$ cat config.mk
export PLATFORM = sky130hd
export DESIGN_NAME = swg_window_collector
export DESIGN_NICKNAME = d
export VERILOG_FILES = /design/src/rtl/swg_window_collector.sv
export SDC_FILE = /design/constraint.sdc
export NUM_CORES = 1
export LEC_CHECK = 0
export BUFFER_PORTS_ARGS = -buffer_cell sky130_fd_sc_hd__buf_4
export CAP_MARGIN = 20
export CELL_PAD_IN_SITES_DETAIL_PLACEMENT = 2
export CELL_PAD_IN_SITES_GLOBAL_PLACEMENT = 2
export CORE_ASPECT_RATIO = 0.8
export CORE_MARGIN = 2
export CORE_UTILIZATION = 39
export DETAILED_ROUTE_END_ITERATION = 12
export GPL_TIMING_DRIVEN = 0
export PLACE_DENSITY = 0.85
export SLEW_MARGIN = 20
export SYNTH_ARGS = -nofsm -noshare
export SYNTH_HDL_FRONTEND = slang
export SYNTH_SLANG_ARGS = --single-unit
$ cat constraint.sdc
create_clock -name ap_clk -period 2.7 [get_ports ap_clk]
set_clock_uncertainty 0.1 [all_clocks]
set_input_delay 0.27 -clock ap_clk [delete_from_list [all_inputs] [get_ports ap_clk]]
set_output_delay 0.27 -clock ap_clk [all_outputs]
set_load 0.01 [all_outputs]
$ cat src/rtl/swg_window_collector.sv
// Purpose : reassembles ELEM_PER_WINDOW consecutive element beats into one wide window word.
// Latency : window valid one cycle after its last element is accepted; one beat per cycle sustained.
// Backpr. : only the last element of a window is stalled, and only while the output is held.
// Option  : define SWG_COLLECTOR_TLAST_EN to add out_V_V_TLAST and the window-per-frame counter.
module swg_window_collector #(
    parameter int BIT_WIDTH         = 4,
    parameter int SIMD              = 1,
    parameter int ELEM_PER_WINDOW   = 9,
    parameter int WINDOWS_PER_FRAME = 144
) (
    input  logic                                      ap_clk,
    input  logic                                      ap_rst_n,
    input  logic                                      in0_V_V_TVALID,
    output logic                                      in0_V_V_TREADY,
    input  logic [BIT_WIDTH*SIMD-1:0]                 in0_V_V_TDATA,
    output logic                                      out_V_V_TVALID,
    input  logic                                      out_V_V_TREADY,
    output logic [BIT_WIDTH*SIMD*ELEM_PER_WINDOW-1:0] out_V_V_TDATA
`ifdef SWG_COLLECTOR_TLAST_EN
    ,
    output logic                                      out_V_V_TLAST
`endif
);

    localparam int EW    = BIT_WIDTH * SIMD;
    localparam int OW    = EW * ELEM_PER_WINDOW;
    localparam int POS_W = (ELEM_PER_WINDOW > 1) ? $clog2(ELEM_PER_WINDOW) : 1;
    localparam logic [POS_W-1:0] LAST_POS = POS_W'(ELEM_PER_WINDOW - 1);

    // Reject configurations that cannot form a window or a frame.
    if (ELEM_PER_WINDOW < 1 || WINDOWS_PER_FRAME < 1) begin : g_cfg_err
        $error("swg_window_collector: ELEM_PER_WINDOW and WINDOWS_PER_FRAME must be >= 1");
    end

    logic [POS_W-1:0] pos_q, pos_d;
    logic [OW-1:0]    out_dat_q, out_dat_d;
    logic             out_vld_q, out_vld_d;
    logic [OW-1:0]    new_win;
    logic             last_beat;
    logic             in_acc;
    logic             out_acc;
    logic             in_rdy;

    assign last_beat = (pos_q == LAST_POS);
    assign out_acc   = out_vld_q && out_V_V_TREADY;
    // Output slot is free when empty or being drained this cycle; non-last beats never wait.
    assign in_rdy    = ap_rst_n && (!last_beat || !out_vld_q || out_V_V_TREADY);
    assign in_acc    = in0_V_V_TVALID && in_rdy;

    assign in0_V_V_TREADY = in_rdy;
    assign out_V_V_TVALID = out_vld_q;
    assign out_V_V_TDATA  = out_dat_q;

    if (ELEM_PER_WINDOW > 1) begin : g_asm
        logic [EW*(ELEM_PER_WINDOW-1)-1:0] asm_q, asm_d;

        // Park each non-last element at its slot; the last one bypasses straight into the output.
        always_comb begin
            asm_d = asm_q;
            if (in_acc && !last_beat) begin
                asm_d[int'(pos_q)*EW +: EW] = in0_V_V_TDATA;
            end
        end

        // Assembly register; contents are discarded on reset.
        always_ff @(posedge ap_clk or negedge ap_rst_n) begin
            if (!ap_rst_n) begin
                asm_q <= '0;
            end else begin
                asm_q <= asm_d;
            end
        end

        assign new_win = {in0_V_V_TDATA, asm_q};
    end else begin : g_no_asm
        assign new_win = in0_V_V_TDATA;
    end

    // Element position and output slot next state; a load wins over a drain so nothing is lost.
    always_comb begin
        pos_d     = pos_q;
        out_dat_d = out_dat_q;
        out_vld_d = out_vld_q;
        if (in_acc) begin
            pos_d = last_beat ? '0 : pos_q + POS_W'(1);
        end
        if (in_acc && last_beat) begin
            out_dat_d = new_win;
            out_vld_d = 1'b1;
        end else if (out_acc) begin
            out_vld_d = 1'b0;
        end
    end

    // Position counter and output register.
    always_ff @(posedge ap_clk or negedge ap_rst_n) begin
        if (!ap_rst_n) begin
            pos_q     <= '0;
            out_dat_q <= '0;
            out_vld_q <= 1'b0;
        end else begin
            pos_q     <= pos_d;
            out_dat_q <= out_dat_d;
            out_vld_q <= out_vld_d;
        end
    end

`ifdef SWG_COLLECTOR_TLAST_EN
    localparam int WIN_W = (WINDOWS_PER_FRAME > 1) ? $clog2(WINDOWS_PER_FRAME) : 1;
    localparam logic [WIN_W-1:0] WIN_LAST = WIN_W'(WINDOWS_PER_FRAME - 1);

    logic [WIN_W-1:0] win_cnt_q, win_cnt_d;
    logic             tlast_q, tlast_d;

    // Count completed windows; TLAST travels with the window it marks.
    always_comb begin
        win_cnt_d = win_cnt_q;
        tlast_d   = tlast_q;
        if (in_acc && last_beat) begin
            tlast_d   = (win_cnt_q == WIN_LAST);
            win_cnt_d = (win_cnt_q == WIN_LAST) ? '0 : win_cnt_q + WIN_W'(1);
        end
    end

    // Window counter and TLAST register.
    always_ff @(posedge ap_clk or negedge ap_rst_n) begin
        if (!ap_rst_n) begin
            win_cnt_q <= '0;
            tlast_q   <= 1'b0;
        end else begin
            win_cnt_q <= win_cnt_d;
            tlast_q   <= tlast_d;
        end
    end

    assign out_V_V_TLAST = tlast_q;
`endif

endmodule

==> results of run 1 <==
[sequential cells by signal (all words and copies together) (netlist names)]
signal and count:
out_V_V_TVALID 1, g_asm.asm_q 32, pos_q 4, out_V_V_TDATA 36
[metrics by stage]
| step | utilization | instance area [um2] | hold WS (ns) | instances |
|---|---|---|---|---|
| after detailed placement | 0.464 | 3740 | 0.376 | 407 |
| after floorplan | - | 3290 | -0.126 | 258 |
| after CTS | 0.489 | 3940 | 0.180 | 424 |
| final | 0.492 | 3960 | 0.187 | 424 |
| after global routing | 0.492 | 3960 | 0.191 | 424 |
| after global placement | 0.464 | 3740 | 0.362 | 407 |
[report_power, final]
part           switching, mW  internal [mW]
clock                  0.433          0.430
sequential             0.262           1.49
combinational          0.720          0.760
total                   1.42           2.68
[final timing paths]
| kind | startpoint | to | slack [ns] | cells after the start |
|---|---|---|---|---|
| min reg2reg | g_asm.asm_q[18] | out_V_V_TDATA[18] | 0.40 | 1 |
| min | in0_V_V_TVALID | pos_q[1] | 0.19 | 3 |
| max | pos_q[0] | out_V_V_TDATA[17] | 0.18 | 10 |
| max reg2reg | pos_q[0] | out_V_V_TDATA[17] | 0.18 | 10 |
| min in group asynchronous | ap_rst_n | out_V_V_TDATA[13] | 0.41 | 2 |
| max in group asynchronous | ap_rst_n | pos_q[3] | 1.60 | 2 |
[per-layer routing]
metal	vias up	track usage
met5	-	0
met4	0	0.0602
met3	9	0.0474
met2	41	0.331
met1	1105	0.237
li1	981	-
[logic make-up after synthesis]
group	count (synthesis)	share of synthesized area
multiplexers	52	0.209
buffers and inverters	33	0.0585
AO/OA/AOI/OAI	34	0.0646
XOR/XNOR	2	0.00532
flip-flops	73	0.554
adder cells (fa/ha/maj)	4	0.0152
AND/OR/NAND/NOR	60	0.0931
[cell usage after synthesis (2+ instances only)]
master | count | area [um2]
dfrtp_1 | 73 | 1830
a21oi_1 | 2 | 10.0
buf_12 | 3 | 60.1
o2111ai_1 | 2 | 17.5
nand3_1 | 11 | 55.1
nand2b_1 | 2 | 12.5
o211ai_1 | 3 | 22.5
buf_6 | 2 | 22.5
mux2i_1 | 8 | 80.1
nor2_1 | 4 | 15.0
mux2_4 | 30 | 450
nand2_1 | 30 | 113
inv_1 | 20 | 75.1
and3_1 | 4 | 25.0
mux2_2 | 14 | 158
ha_1 | 4 | 50.1
o21ai_0 | 21 | 105
clkbuf_1 | 6 | 22.5
[repair_timing]
action                     in CTS  in global routing
hold endpoints to repair       18                  0
gates resized for setup         0                  3
setup endpoints to repair       0                 49
hold buffers                    1                  0
[area by class of cell]
| type | instances | area [um2] | area share |
|---|---|---|---|
| Buffer | 13 | 118 | 0.0297 |
| Clock buffer | 10 | 128 | 0.0322 |
| Clock inverter | 6 | 67.6 | 0.0171 |
| Inverter | 20 | 75.1 | 0.0190 |
| Multi-Input combinational cell | 152 | 1290 | 0.325 |
| Sequential cell | 73 | 1830 | 0.461 |
| Tap cell | 108 | 135 | 0.0341 |
| Timing Repair Buffer | 42 | 322 | 0.0812 |
[worst max-delay path, cell delays in order, from the launching register on]
cell and delay (ns):
dfrtp_1 0.40, buf_2 0.18, inv_1 0.12, ha_1 0.16, buf_4 0.18, nand3b_4 0.16
o211ai_4 0.27, or2_1 0.16, buf_6 0.19, buf_12 0.17, mux2_4 0.30
==> flow_summary.toml, run 1 <==
[yosys]
synth.distinct_cells = 37
ys_seq_area_frac = 0.555
syn_inst = 258
async_reset_ff_frac = 1.00
syn-cell-area_um2 = 3290
ys_ff_latch = 73
synth_top_flop_cell = "dfrtp_1"
synth_edf_count = 0
avgSynthCellArea_um2 = 12.8
syn-num-nets = 270
synth_warnings = 0

[clocking]
clock_latency_ns = 0.36
clk_pin_slew_ns = 0.08
cts_buffers = 9
cts_tree = "yes"
cts_root_buf = "clkbuf_8"
htree_levels = 3
clock_path_buffers = 2
post_cts_buffers = 0
cts.sinks = 73

[timing]
finalHoldViolations = 0
max_freq_mhz = 397
period_minus_slack_ns = 2.52
max_slew.worst_pin.slew_ns = 0.715
layout_setup_ws_ns = 0.183
finalSetupTns_ns = 0
post-route-period-util = 0.932
slew_violations = 0
setup_viol = 0
max_slew_margin = 0.523

[cells_and_area]
layout_common_cells = "dfrtp_1, buf_4, nand2_1, mux2_4, o21ai_0"
nFillCells = 813
final_common_cell = "dfrtp_1"
antenna_cells = 0
area_delta_synth_final_pct = 20.2
final_nets = 323
layout-drive-gt1-share = 0.354

[drt]
drc = 0
wl_met1_um = 3540
wl_met3_um = 272
antenna_left = 0
viasPerCell = 5.04
dr.pass1.iters = 4
vias = 2136
drt-total-wl_um = 7950
top_layer_used = "met4"
drt_iter0_drc = 77
wl_met2_um = 4040
wire_per_inst_um = 18.7

[place]
gp_congestion = 0.775
port_buffers = 41
dp_hpwl_um = 5360
pre_cts_ws_ns = 0.113

[min_path]
min_path_type = "in -> reg"

[outcome]
status = "finished clean"

[critical_path]
critPathKind = "reg -> reg"
required_ns = 2.84
arrival_ns = 2.66
path_max_fanout = 10
cp-start-kind = "flop"
critPathCaptureType = "flop"

[floorplan]
die_x_um = 107
dieHeight_um = 86.2
start_util = 0.409
ios = 46
die-area_um2 = 9200
core_um2 = 8060
row_count = 29

[global_route]
grt_antenna_before_repair = 0
grt_pass1_vias = 2404
grt_pass1_wl_um = 13200
overflow = 0
track_usage = 0.191
grt_start_max_net_pins = 79

[power_and_ir_drop]
leakagePower_nw = 2.09
p_per_area_nw_per_um2 = 1040
power_mw = 4.10
peakVddDrop_v = 0.000375

[flow_run]
drv_cap = 0
Note: power is estimated with default switching activity, not from simulation.
==> inputs of run 2 (changes only) <==
--- a/config.mk
+++ b/config.mk
@@ -14,7 +14,8 @@
 export CORE_UTILIZATION = 39
 export DETAILED_ROUTE_END_ITERATION = 12
 export GPL_TIMING_DRIVEN = 0
-export PLACE_DENSITY = 0.85
+export PLACE_DENSITY = 0.86
+export SETUP_SLACK_MARGIN = 0.1
 export SLEW_MARGIN = 20
 export SYNTH_ARGS = -nofsm -noshare
 export SYNTH_HDL_FRONTEND = slang
==> run 2 against run 1 <==
The run now ends with hold timing left. Power increased by 3.4%. Sequential share of layout area decreased by 0.48 points. Worst hold slack got worse by 0.22 ns. Sequential cell count unchanged. Setup slack improved by 0.0035 ns. Wire length increased by 1.1%. Via count increased by 1.9%. Core utilization increased by 0.51 points.
==> flow_summary.toml, run 2 (synthesis results as in run 1) <==
[power_and_ir_drop]
clkPwrFrac = 0.232
power_mw = 4.24
pwr-share-comb = 0.354
peakVddDrop_v = 0.000399
swShare = 0.338
p_switching_mw = 1.43
intPower_mw = 2.81
leakagePower_nw = 2.11
p_per_area_nw_per_um2 = 1060
pwr-share-seq = 0.414

[critical_path]
critPathKind = "reg -> reg"
cp-start-kind = "flop"
r2r-end = "g_asm.asm_q[19]"
critPathCaptureType = "flop"
r2r_cells = 9
rrSetupSlack_ns = 0.19
rr_startpoint = "pos_q[0]"
path_max_fanout = 9
arrival_ns = 2.65
required_ns = 2.83

[place]
placed_area_um2 = 3740
placed_cells = 407
dp_hpwl_um = 5250
gp_congestion = 0.798
pre_cts_ws_ns = 0.135
port_buffers = 41

[global_route]
grt_start_max_net_pins = 79
grt_pass1_vias = 2379
grt_pass1_wl_um = 13000
overflow = 0
grt_antenna_before_repair = 0
track_usage = 0.188

[outcome]
status = "finished with violations"
failed_checks = "hold timing"

[clocking]
cts_tree = "yes"
cts-hold-fix-buffers = 0
htree_levels = 3
cts.sinks = 73
cts_buffers = 9
clock_latency_ns = 0.36
cts_root_buf = "clkbuf_8"
clk_pin_slew_ns = 0.09
clock_path_buffers = 2

[timing]
max_freq_mhz = 398
max_slew.worst_pin.slew_ns = 0.981
hold_ws_ns = -0.0299
finalSetupTns_ns = 0
setup_viol = 0
slew_violations = 0
max_slew_margin = 0.346
layout_setup_ws_ns = 0.187
post-route-period-util = 0.931
rsz0062_at_grt = "yes"
period_minus_slack_ns = 2.51
finalHoldViolations = 41

[drt]
antenna_left = 0
drt-total-wl_um = 8030
drt_iter0_drc = 93
dr.pass1.iters = 4
wire_per_inst_um = 18.9
viasPerCell = 5.12
vias = 2177
drc = 0

[cells_and_area]
largest_register_ffs = 36
antenna_cells = 0
layout.cells.non_filler = 425
stdcell_area_um2 = 4000
layout-drive-gt1-share = 0.369
final_common_cell = "dfrtp_1"
final_nets = 324
layout_common_cells = "dfrtp_1, buf_4, nand2_1, mux2_4, o21ai_0"
nFillCells = 795
area_delta_synth_final_pct = 21.5

[flow_run]
drv_cap = 0

[floorplan]
core_um2 = 8060
ios = 46
dieHeight_um = 86.2
start_util = 0.409
row_count = 29
die-area_um2 = 9200
die_x_um = 107

[min_path]
min_path_type = "in -> async"
run 2: cell types whose count changed in the layout (fill, tap and decap cells not counted), sizes merged:
cell         change
bufinv           +1
clkinvlp         -1
dlygate4sd3      -1
buf              +2
run 2: critical path, cell delays in order, from the launching register on:
cell,delay [ns]
dfrtp_1,0.38
buf_2,0.23
inv_1,0.11
ha_1,0.21
buf_4,0.18
o21bai_1,0.16
a31oi_1,0.40
o211ai_1,0.17
buf_4,0.18
mux2_2,0.27
run 2: worst max-delay path by stage:
stage	start	endpoint	depth (start not counted)
final	pos_q[0]	g_asm.asm_q[19]	9
after floorplan	pos_q[0]	g_asm.asm_q[0]	8
after detailed placement	pos_q[0]	g_asm.asm_q[3]	8
after global routing	pos_q[0]	g_asm.asm_q[1]	8
after global placement	pos_q[0]	g_asm.asm_q[2]	8
after CTS	pos_q[0]	g_asm.asm_q[3]	8
run 2: per-layer routing:
| metal | up-vias | part of all wire | GRT usage |
|---|---|---|---|
| met5 | - | 0 | 0 |
| li1 | 980 | - | - |
| met2 | 41 | 0.53 | 0.319 |
| met3 | 9 | 0.030 | 0.0391 |
| met1 | 1147 | 0.43 | 0.241 |
| met4 | 0 | 0.015 | 0.0697 |
run 2: power groups by stage:
stage / Sequential (mW) / Clock, mW / Combinational [mW]
after floorplan: 1.79 / 0 / 0.846
after global placement: 1.75 / 0 / 1.37
after detailed placement: 1.78 / 0 / 1.45
after CTS: 1.76 / 1.01 / 1.49
after global routing: 1.81 / 1.06 / 1.64
final: 1.75 / 0.981 / 1.50
run 2: repair_timing:
action / in CTS / in global routing
setup endpoints to repair: 0 / 54
resized for setup: 0 / 5
buffers inserted: 0 / 2
run 2: cell type report:
cell class                      instances  area (um2)  area share
Buffer                                 13         119      0.0297
Inverter                               20        75.1      0.0188
Timing Repair Buffer                   43         323      0.0807
Tap cell                              108         135      0.0338
Multi-Input combinational cell        152        1290       0.324
Clock inverter                          6        90.1      0.0225
Clock buffer                           10         138      0.0344
Sequential cell                        73        1830       0.457
run 2: through the flow:
stage	util	hold WS, ns
after detailed placement	0.464	0.390
after global routing	0.497	0.0218
after floorplan	-	-0.126
final	0.497	-0.0299
after global placement	0.464	0.361
after CTS	0.492	0.00378
